==> config.mk <==
export PLATFORM = sky130hd
export DESIGN_NAME = alu_arbiter_ctrl
export DESIGN_NICKNAME = d
export VERILOG_FILES = /design/src/rtl/alu_arbiter_ctrl_pkg.sv /design/src/rtl/alu_with_flags.sv /design/src/rtl/alu_arbiter_ctrl.sv
export SDC_FILE = /design/constraint.sdc
export NUM_CORES = 1
export LEC_CHECK = 0
export BUFFER_PORTS_ARGS = -buffer_cell sky130_fd_sc_hd__buf_2
export CORE_ASPECT_RATIO = 1.75
export CORE_MARGIN = 2
export CORE_UTILIZATION = 45
export DETAILED_ROUTE_END_ITERATION = 16
export PLACE_DENSITY = 0.67
export SLEW_MARGIN = 40
export SYNTH_ARGS = -nofsm -noshare
export SYNTH_HDL_FRONTEND = slang
export SYNTH_SLANG_ARGS = --single-unit
==> constraint.sdc <==
create_clock -name clk -period 4.1 [get_ports clk]
set_clock_uncertainty 0.15 [all_clocks]
set_input_delay 0.205 -clock clk [delete_from_list [all_inputs] [get_ports clk]]
set_output_delay 0.205 -clock clk [all_outputs]
set_load 0.03 [all_outputs]
==> src/rtl/alu_arbiter_ctrl_pkg.sv <==
// Shared definitions for the two-requester ALU sequencer: opcodes, FSM states, widths.
package alu_arbiter_ctrl_pkg;

  localparam int unsigned ALU_W = 4;
  localparam int unsigned OP_W  = 3;

  localparam logic [OP_W-1:0] OP_ADD = 3'b000;
  localparam logic [OP_W-1:0] OP_SUB = 3'b001;
  localparam logic [OP_W-1:0] OP_AND = 3'b010;
  localparam logic [OP_W-1:0] OP_OR  = 3'b011;
  localparam logic [OP_W-1:0] OP_XOR = 3'b100;
  localparam logic [OP_W-1:0] OP_NOT = 3'b101;
  localparam logic [OP_W-1:0] OP_SHL = 3'b110;
  localparam logic [OP_W-1:0] OP_SHR = 3'b111;

  typedef enum logic [1:0] {
    IDLE = 2'd0,
    EXEC = 2'd1,
    RESP = 2'd2
  } state_e;

endpackage

==> src/rtl/alu_with_flags.sv <==
// 4-bit combinational ALU with carry/zero/overflow; SUB reports borrow on carry.
module alu_with_flags
  import alu_arbiter_ctrl_pkg::*;
(
  input  logic [OP_W-1:0]  op,
  input  logic [ALU_W-1:0] a,
  input  logic [ALU_W-1:0] b,
  output logic [ALU_W-1:0] result,
  output logic             carry,
  output logic             zero,
  output logic             overflow
);

  localparam int unsigned MSB = ALU_W - 1;

  logic [ALU_W:0] sum;

  always_comb begin
    sum      = '0;
    result   = '0;
    carry    = 1'b0;
    overflow = 1'b0;
    case (op)
      OP_ADD: begin
        sum      = {1'b0, a} + {1'b0, b};
        result   = sum[ALU_W-1:0];
        carry    = sum[ALU_W];
        overflow = (a[MSB] == b[MSB]) && (result[MSB] != a[MSB]);
      end
      OP_SUB: begin
        sum      = {1'b0, a} - {1'b0, b};
        result   = sum[ALU_W-1:0];
        carry    = sum[ALU_W];
        overflow = (a[MSB] != b[MSB]) && (result[MSB] != a[MSB]);
      end
      OP_AND: result = a & b;
      OP_OR:  result = a | b;
      OP_XOR: result = a ^ b;
      OP_NOT: result = ~a;
      OP_SHL: begin
        result = {a[ALU_W-2:0], 1'b0};
        carry  = a[MSB];
      end
      OP_SHR: begin
        result = {1'b0, a[ALU_W-1:1]};
        carry  = a[0];
      end
      default: result = '0;
    endcase
    zero = (result == '0);
  end

endmodule

==> src/rtl/alu_arbiter_ctrl.sv <==
// Round-robin arbiter and IDLE/EXEC/RESP sequencer sharing one alu_with_flags between two requesters.
module alu_arbiter_ctrl
  import alu_arbiter_ctrl_pkg::*;
#(
  parameter int unsigned DATA_W = ALU_W,
  parameter int unsigned CNT_W  = 8
) (
  input  logic              clk,
  input  logic              rst_n,
  input  logic              req0_valid,
  output logic              req0_ready,
  input  logic [2:0]        req0_op,
  input  logic [DATA_W-1:0] req0_a,
  input  logic [DATA_W-1:0] req0_b,
  input  logic              req1_valid,
  output logic              req1_ready,
  input  logic [2:0]        req1_op,
  input  logic [DATA_W-1:0] req1_a,
  input  logic [DATA_W-1:0] req1_b,
  output logic              resp_valid,
  input  logic              resp_ready,
  output logic              resp_id,
  output logic [DATA_W-1:0] resp_result,
  output logic              resp_carry,
  output logic              resp_zero,
  output logic              resp_overflow,
  output logic              busy,
  output logic [CNT_W-1:0]  op_count
);

  state_e            state, state_nxt;
  logic              rr_ptr;
  logic              grant;
  logic              accept;
  logic              resp_fire;
  logic [2:0]        op_q;
  logic [DATA_W-1:0] a_q, b_q;
  logic              id_q;

  logic [DATA_W-1:0] alu_result;
  logic              alu_carry, alu_zero, alu_overflow;

  // ALU only ever sees the latched command, never the requester ports
  alu_with_flags u_alu (
    .op       (op_q),
    .a        (a_q),
    .b        (b_q),
    .result   (alu_result),
    .carry    (alu_carry),
    .zero     (alu_zero),
    .overflow (alu_overflow)
  );

  always_comb begin
    state_nxt  = state;
    grant      = 1'b0;
    accept     = 1'b0;
    resp_fire  = 1'b0;
    req0_ready = 1'b0;
    req1_ready = 1'b0;
    case (state)
      IDLE: begin
        grant = (req0_valid && req1_valid) ? rr_ptr : req1_valid;
        if (req0_valid || req1_valid) begin
          accept     = 1'b1;
          req0_ready = !grant;
          req1_ready = grant;
          state_nxt  = EXEC;
        end
      end
      EXEC: state_nxt = RESP;
      RESP: begin
        if (resp_valid && resp_ready) begin
          resp_fire = 1'b1;
          state_nxt = IDLE;
        end
      end
      default: state_nxt = IDLE;
    endcase
  end

  always_ff @(posedge clk) begin
    if (!rst_n) begin
      state         <= IDLE;
      busy          <= 1'b0;
      rr_ptr        <= 1'b0;
      op_q          <= '0;
      a_q           <= '0;
      b_q           <= '0;
      id_q          <= 1'b0;
      resp_valid    <= 1'b0;
      resp_id       <= 1'b0;
      resp_result   <= '0;
      resp_carry    <= 1'b0;
      resp_zero     <= 1'b0;
      resp_overflow <= 1'b0;
      op_count      <= '0;
    end else begin
      state <= state_nxt;
      busy  <= (state_nxt != IDLE);
      if (accept) begin
        op_q <= grant ? req1_op : req0_op;
        a_q  <= grant ? req1_a  : req0_a;
        b_q  <= grant ? req1_b  : req0_b;
        id_q <= grant;
      end
      if (state == EXEC) begin
        resp_valid    <= 1'b1;
        resp_id       <= id_q;
        resp_result   <= alu_result;
        resp_carry    <= alu_carry;
        resp_zero     <= alu_zero;
        resp_overflow <= alu_overflow;
      end
      // the requester just served loses priority on the next contention
      if (resp_fire) begin
        resp_valid <= 1'b0;
        op_count   <= op_count + CNT_W'(1);
        rr_ptr     <= ~resp_id;
      end
    end
  end

endmodule
# Yosys cells after proc, flatten, opt, wreduce, memory -nomap -nowiden
# Index checks and enable logic that the tools add are counted.
[totals]
elab_cells = 66
output_inout_bits = 20
regBits = 33
inputBits = 27
[op_classes]
mux = 19
reduce_logical = 11
bitwise_logic = 6
n_addsub = 3
eq_ne = 13
[op_table]
columns = ["cell", "n"]
rows = [
  ["$pmux 4 s8", 1],
  ["$eq 3x3->1 const B", 4],
  ["$mux 1", 10],
  ["$add 8x1->8 const B", 1],
  ["$mux 4", 2],
  ["$eq 3x2->1 const B", 2],
  ["$pmux 2 s3", 1],
  ["$add 4x4->5", 1],
  ["$sub 4x4->5", 1],
  ["$and 4x4->4", 1],
  ["$logic_and 1x1->1", 4],
  ["$logic_not 4->1", 1],
  ["$mux 2", 2],
  ["$not 4->4", 1],
  ["$or 4x4->4", 1],
  ["$pmux 1 s4", 1],
  ["$xor 4x4->4", 1],
  ["$eq 3x1->1 const B", 1],
  ["$logic_not 3->1", 1],
  ["$mux 3", 1],
  ["$ne 1x1->1", 3],
  ["$eq 2x1->1 const B", 1],
  ["$eq 2x2->1 const B", 1],
  ["$logic_not 2->1", 1],
  ["other kinds (7)", 8],
]

# Depth between registers and ports, before layout
[depth]
word_depth = 5
ltp_mapped = 9

# Cells and area by module
# A second synthesis with hierarchy kept.
[unflattened]
cells_unflattened = 267
area_unflattened_um2 = 2170.8
[modules_own_cells]
columns = ["mod", "area_each_um2", "n_inst", "cells_each"]
rows = [
  ["alu_arbiter_ctrl", 1488.9, 1, 174],
  ["alu_with_flags", 681.9, 1, 93],
]

# Worst setup path after synthesis
# No wires, ideal clock.
[synth_path]
kind = "register to register"
startpoint = "register a_q[0]"
endpoint = "register resp_zero"
setup_time_ns = 0.061
t_arrival_ns = 1.934
setup_slack_ns = 1.956
required_ns = 3.889
path_stages_with_launch = 10
path_cell_list = "dfxtp_1 > inv_1 > ha_1 > inv_1 > fa_1 > xor2_1 > o32ai_1 > a221o_1 > a2111oi_2 > a32o_1"
[synth_between]
elab_chain_cells = 3
[synth_lines]
columns = ["item", "line", "text"]
rows = [
  ["start, declared", "alu_arbiter_ctrl.sv:37", "logic [DATA_W-1:0] a_q, b_q;"],
  ["start signal, assigned", "alu_arbiter_ctrl.sv:103", "a_q <= grant ? req1_a : req0_a;"],
  ["$sub 4x4->5 (tied with other cells)", "alu_with_flags.sv:31", "sum = {1'b0, a} - {1'b0, b};"],
  ["$pmux 4 s8 *", "alu_with_flags.sv:23", "case (op)"],
  ["$logic_not 4->1 *", "alu_with_flags.sv:50", "zero = (result == '0);"],
  ["end signal, assigned", "alu_arbiter_ctrl.sv:112", "resp_zero <= alu_zero;"],
  ["end, declared", "alu_arbiter_ctrl.sv:25", "output logic resp_zero,"],
]
# Mark *: on every way between the ends. The rest lies on a longest branch, timed or not.
# A chain may end at the register's enable or synchronous reset.

# Worst setup path in the final report
# Same ends and word-level chain as after synthesis.

==> out/results.ini <==
[global_routing]
grt_max_degree=30
grt_util_all_layers=0.2185
first_global_vias=1834
grt_pass1_wl_um=8107
grt_antenna_before_repair=0
overflow=0

[setup_path]
slowest_delay_ns=0.41
required_ns=4.18
path_class=reg2reg
start_kind=flop
crit_chain=inv_1 -> ha_1 -> inv_1 -> fa_1 -> xor2_1 -> o32ai_1 -> a221o_1 -> a2111oi_2 -> a32o_1
path_max_fanout=5
crit_path_frequent_cell=inv_1
cp_slowest_cell=fa_1
worst_ep_arrival_time_ns=2.42
end_kind=flop

[job]
drv_cap=0

[floorplanning]
initial_utilization=0.4627
io-pin-count=47
rows=32
core_mm2=0.004364
die-height_um=92.62
die_w_um=54.64
dieArea_mm2=0.005061

[timing]
setup_tns_ns=0
finalSetupViolations=0
hold_violations=0
drv_slew=0
min_period_ns=2.343
period_share=0.5714
tightestPinTransition_ns=0.6917
grt_setup_unrepaired=no
slew_headroom=0.5382
fmax_ghz=0.4268

[clock_network]
clockBufferDepth=2
postCtsSetupBuffers=0
cts_tree=yes
root_buffer=clkbuf_8
cts_hold_buf=0
clk-insertion-delay-late_ns=0.28
path_clk_slew_ns=0.07
cts_sinks=33
cts_htree_levels=2
post_cts_resized=0
numCtsBuffers=5

[yosys]
synth_async_sr_flop_share=0
synth-warning-count=0
ys_seq_elements=33
syn_inst=236
ys_types=53
synth_top_area_frac=0.3271
yosysTopAreaCell=dfxtp_1
synth_edf_count=0
syn-cell-area_mm2=0.002019
synth_area_leaders=dfxtp_1 (33%), ha_1 (8.1%), nor2_1 (5.2%)
ys_dominant_reg_cell=dfxtp_1
synth.avg_cell_area_um2=8.557
yosysSeqAreaShare=0.3271
syn-num-nets=278

[layout]
area_growth_pct=15.80
final_layout_size_suffix_gt1_frac=0.2291
nets=316
fin_cells=326
num_antenna_cells=0

[power_and_ir_drop]
power_density_mw_per_mm2=399.5
p_leak_nw=1.009
power_uw=934.3
max-vdd-ir-drop_mv=0.3235

[placement]
portBuffers=46
dp.cells=318
place_congestion=0.9151
dp_hpwl_um=3607

[drt]
ant_nets=0
wire_per_inst_um=14.26
via_count=1789
drc=0
firstDrtPassIters=4
drt_iter0_drc=36
wl_um=4650
via_per_inst=5.488

[hold_path]
hold_class=in2reg

[status]
status=finished clean

==> routing by layer <==
metal,vias to the layer above,track usage,share of wire
met2,42,0.3889,0.56
met1,835,0.2314,0.38
met4,0,0.1063,0.037
li1,899,-,-
met5,-,0,0
met3,13,0.03548,0.027
==> registers in the layout, summed over array words and instances (netlist names), 2 cells and up <==
register / cells
resp_result: 4
op_q: 3
a_q: 4
state: 2
b_q: 4
op_count: 8
==> worst max-delay path: cells and delay by family (launching register included) <==
family / cells / cell delay [ns]
xor gates and xnor gates: 1 / 0.15
DFF: 1 / 0.35
buffers and inverters: 2 / 0.17
adders and majority gates: 2 / 0.60
AOI/OAI and AO/OA: 4 / 0.88
==> per-stage QoR <==
step                hold slack (ns)  utilization  area (um^2)  worst slack (ns)
finish                      0.09384       0.5358         2338             1.757
global route                 0.1078       0.5358         2338             1.625
CTS                         0.07737       0.5358         2338             1.755
detailed placement           0.3046       0.5126         2237             1.774
global placement             0.2950       0.5112         2231             1.826
floorplan                    0.1905            -         2019             1.956
==> cell type report <==
cell class                      instances  area [um^2]
Tap cell                               51        63.81
Clock inverter                          1        5.005
Fill cell                             423         2026
Clock buffer                            7        96.34
Sequential cell                        33        660.6
Multi-Input combinational cell        175         1234
Timing Repair Buffer                   46        230.2
Inverter                               13        48.80
==> cells in the final DEF, fill, tap and decap left out, drive strengths merged, types with 7 or more instances in the layout <==
cell | Yosys | layout
a211oi | 8 | 8
inv | 13 | 13
buf | 9 | 46
clkbuf | 6 | 7
nor2 | 29 | 29
o21ai | 7 | 7
ha | 13 | 13
a21oi | 17 | 17
nand2 | 21 | 21
dfxtp | 33 | 33
mux2i | 9 | 9
==> cells by family after synthesis <==
| family | after synthesis | share of synthesized area |
|---|---|---|
| and+or+nand+nor | 81 | 0.1952 |
| AOI/OAI and AO/OA | 56 | 0.1958 |
| DFF | 33 | 0.3271 |
| buffers and inverters | 28 | 0.06505 |
| adders and majority gates | 15 | 0.1004 |
| muxes | 12 | 0.06877 |
| xor gates and xnor gates | 11 | 0.04771 |
==> power breakdown <==
group / internal [mW] / switching (mW) / leakage [nW]
combinational: 0.120 / 0.161 / 0.684
sequential: 0.347 / 0.0405 / 0.270
clock: 0.152 / 0.115 / 0.0542
==> Yosys cell counts, drive strengths merged (2+ instances only) <==
cell type / instances
o21ai: 7
mux2i: 9
nand3: 6
xnor2: 5
a32o: 2
nor2: 29
ha: 13
nor2b: 6
o21bai: 2
o221ai: 5
nand2: 21
inv: 13
fa: 2
a211oi: 8
nand2b: 6
a2bb2oi: 2
mux2: 2
a21oi: 17
dfxtp: 33
xor2: 6
clkbuf: 6
nor3: 2
nand4: 2
buf: 9
==> final timing paths <==
| path | start | end | slack (ns) | depth (start not counted) |
|---|---|---|---|---|
| worst min register to register | resp_result[0] | resp_result[0] | 0.31 | 2 |
| worst min-delay path | rst_n | resp_valid | 0.09 | 3 |
| worst max-delay path | a_q[0] | resp_zero | 1.76 | 9 |
| worst max register to register | a_q[0] | resp_zero | 1.76 | 9 |
Note: power is estimated with default switching activity, not from simulation.
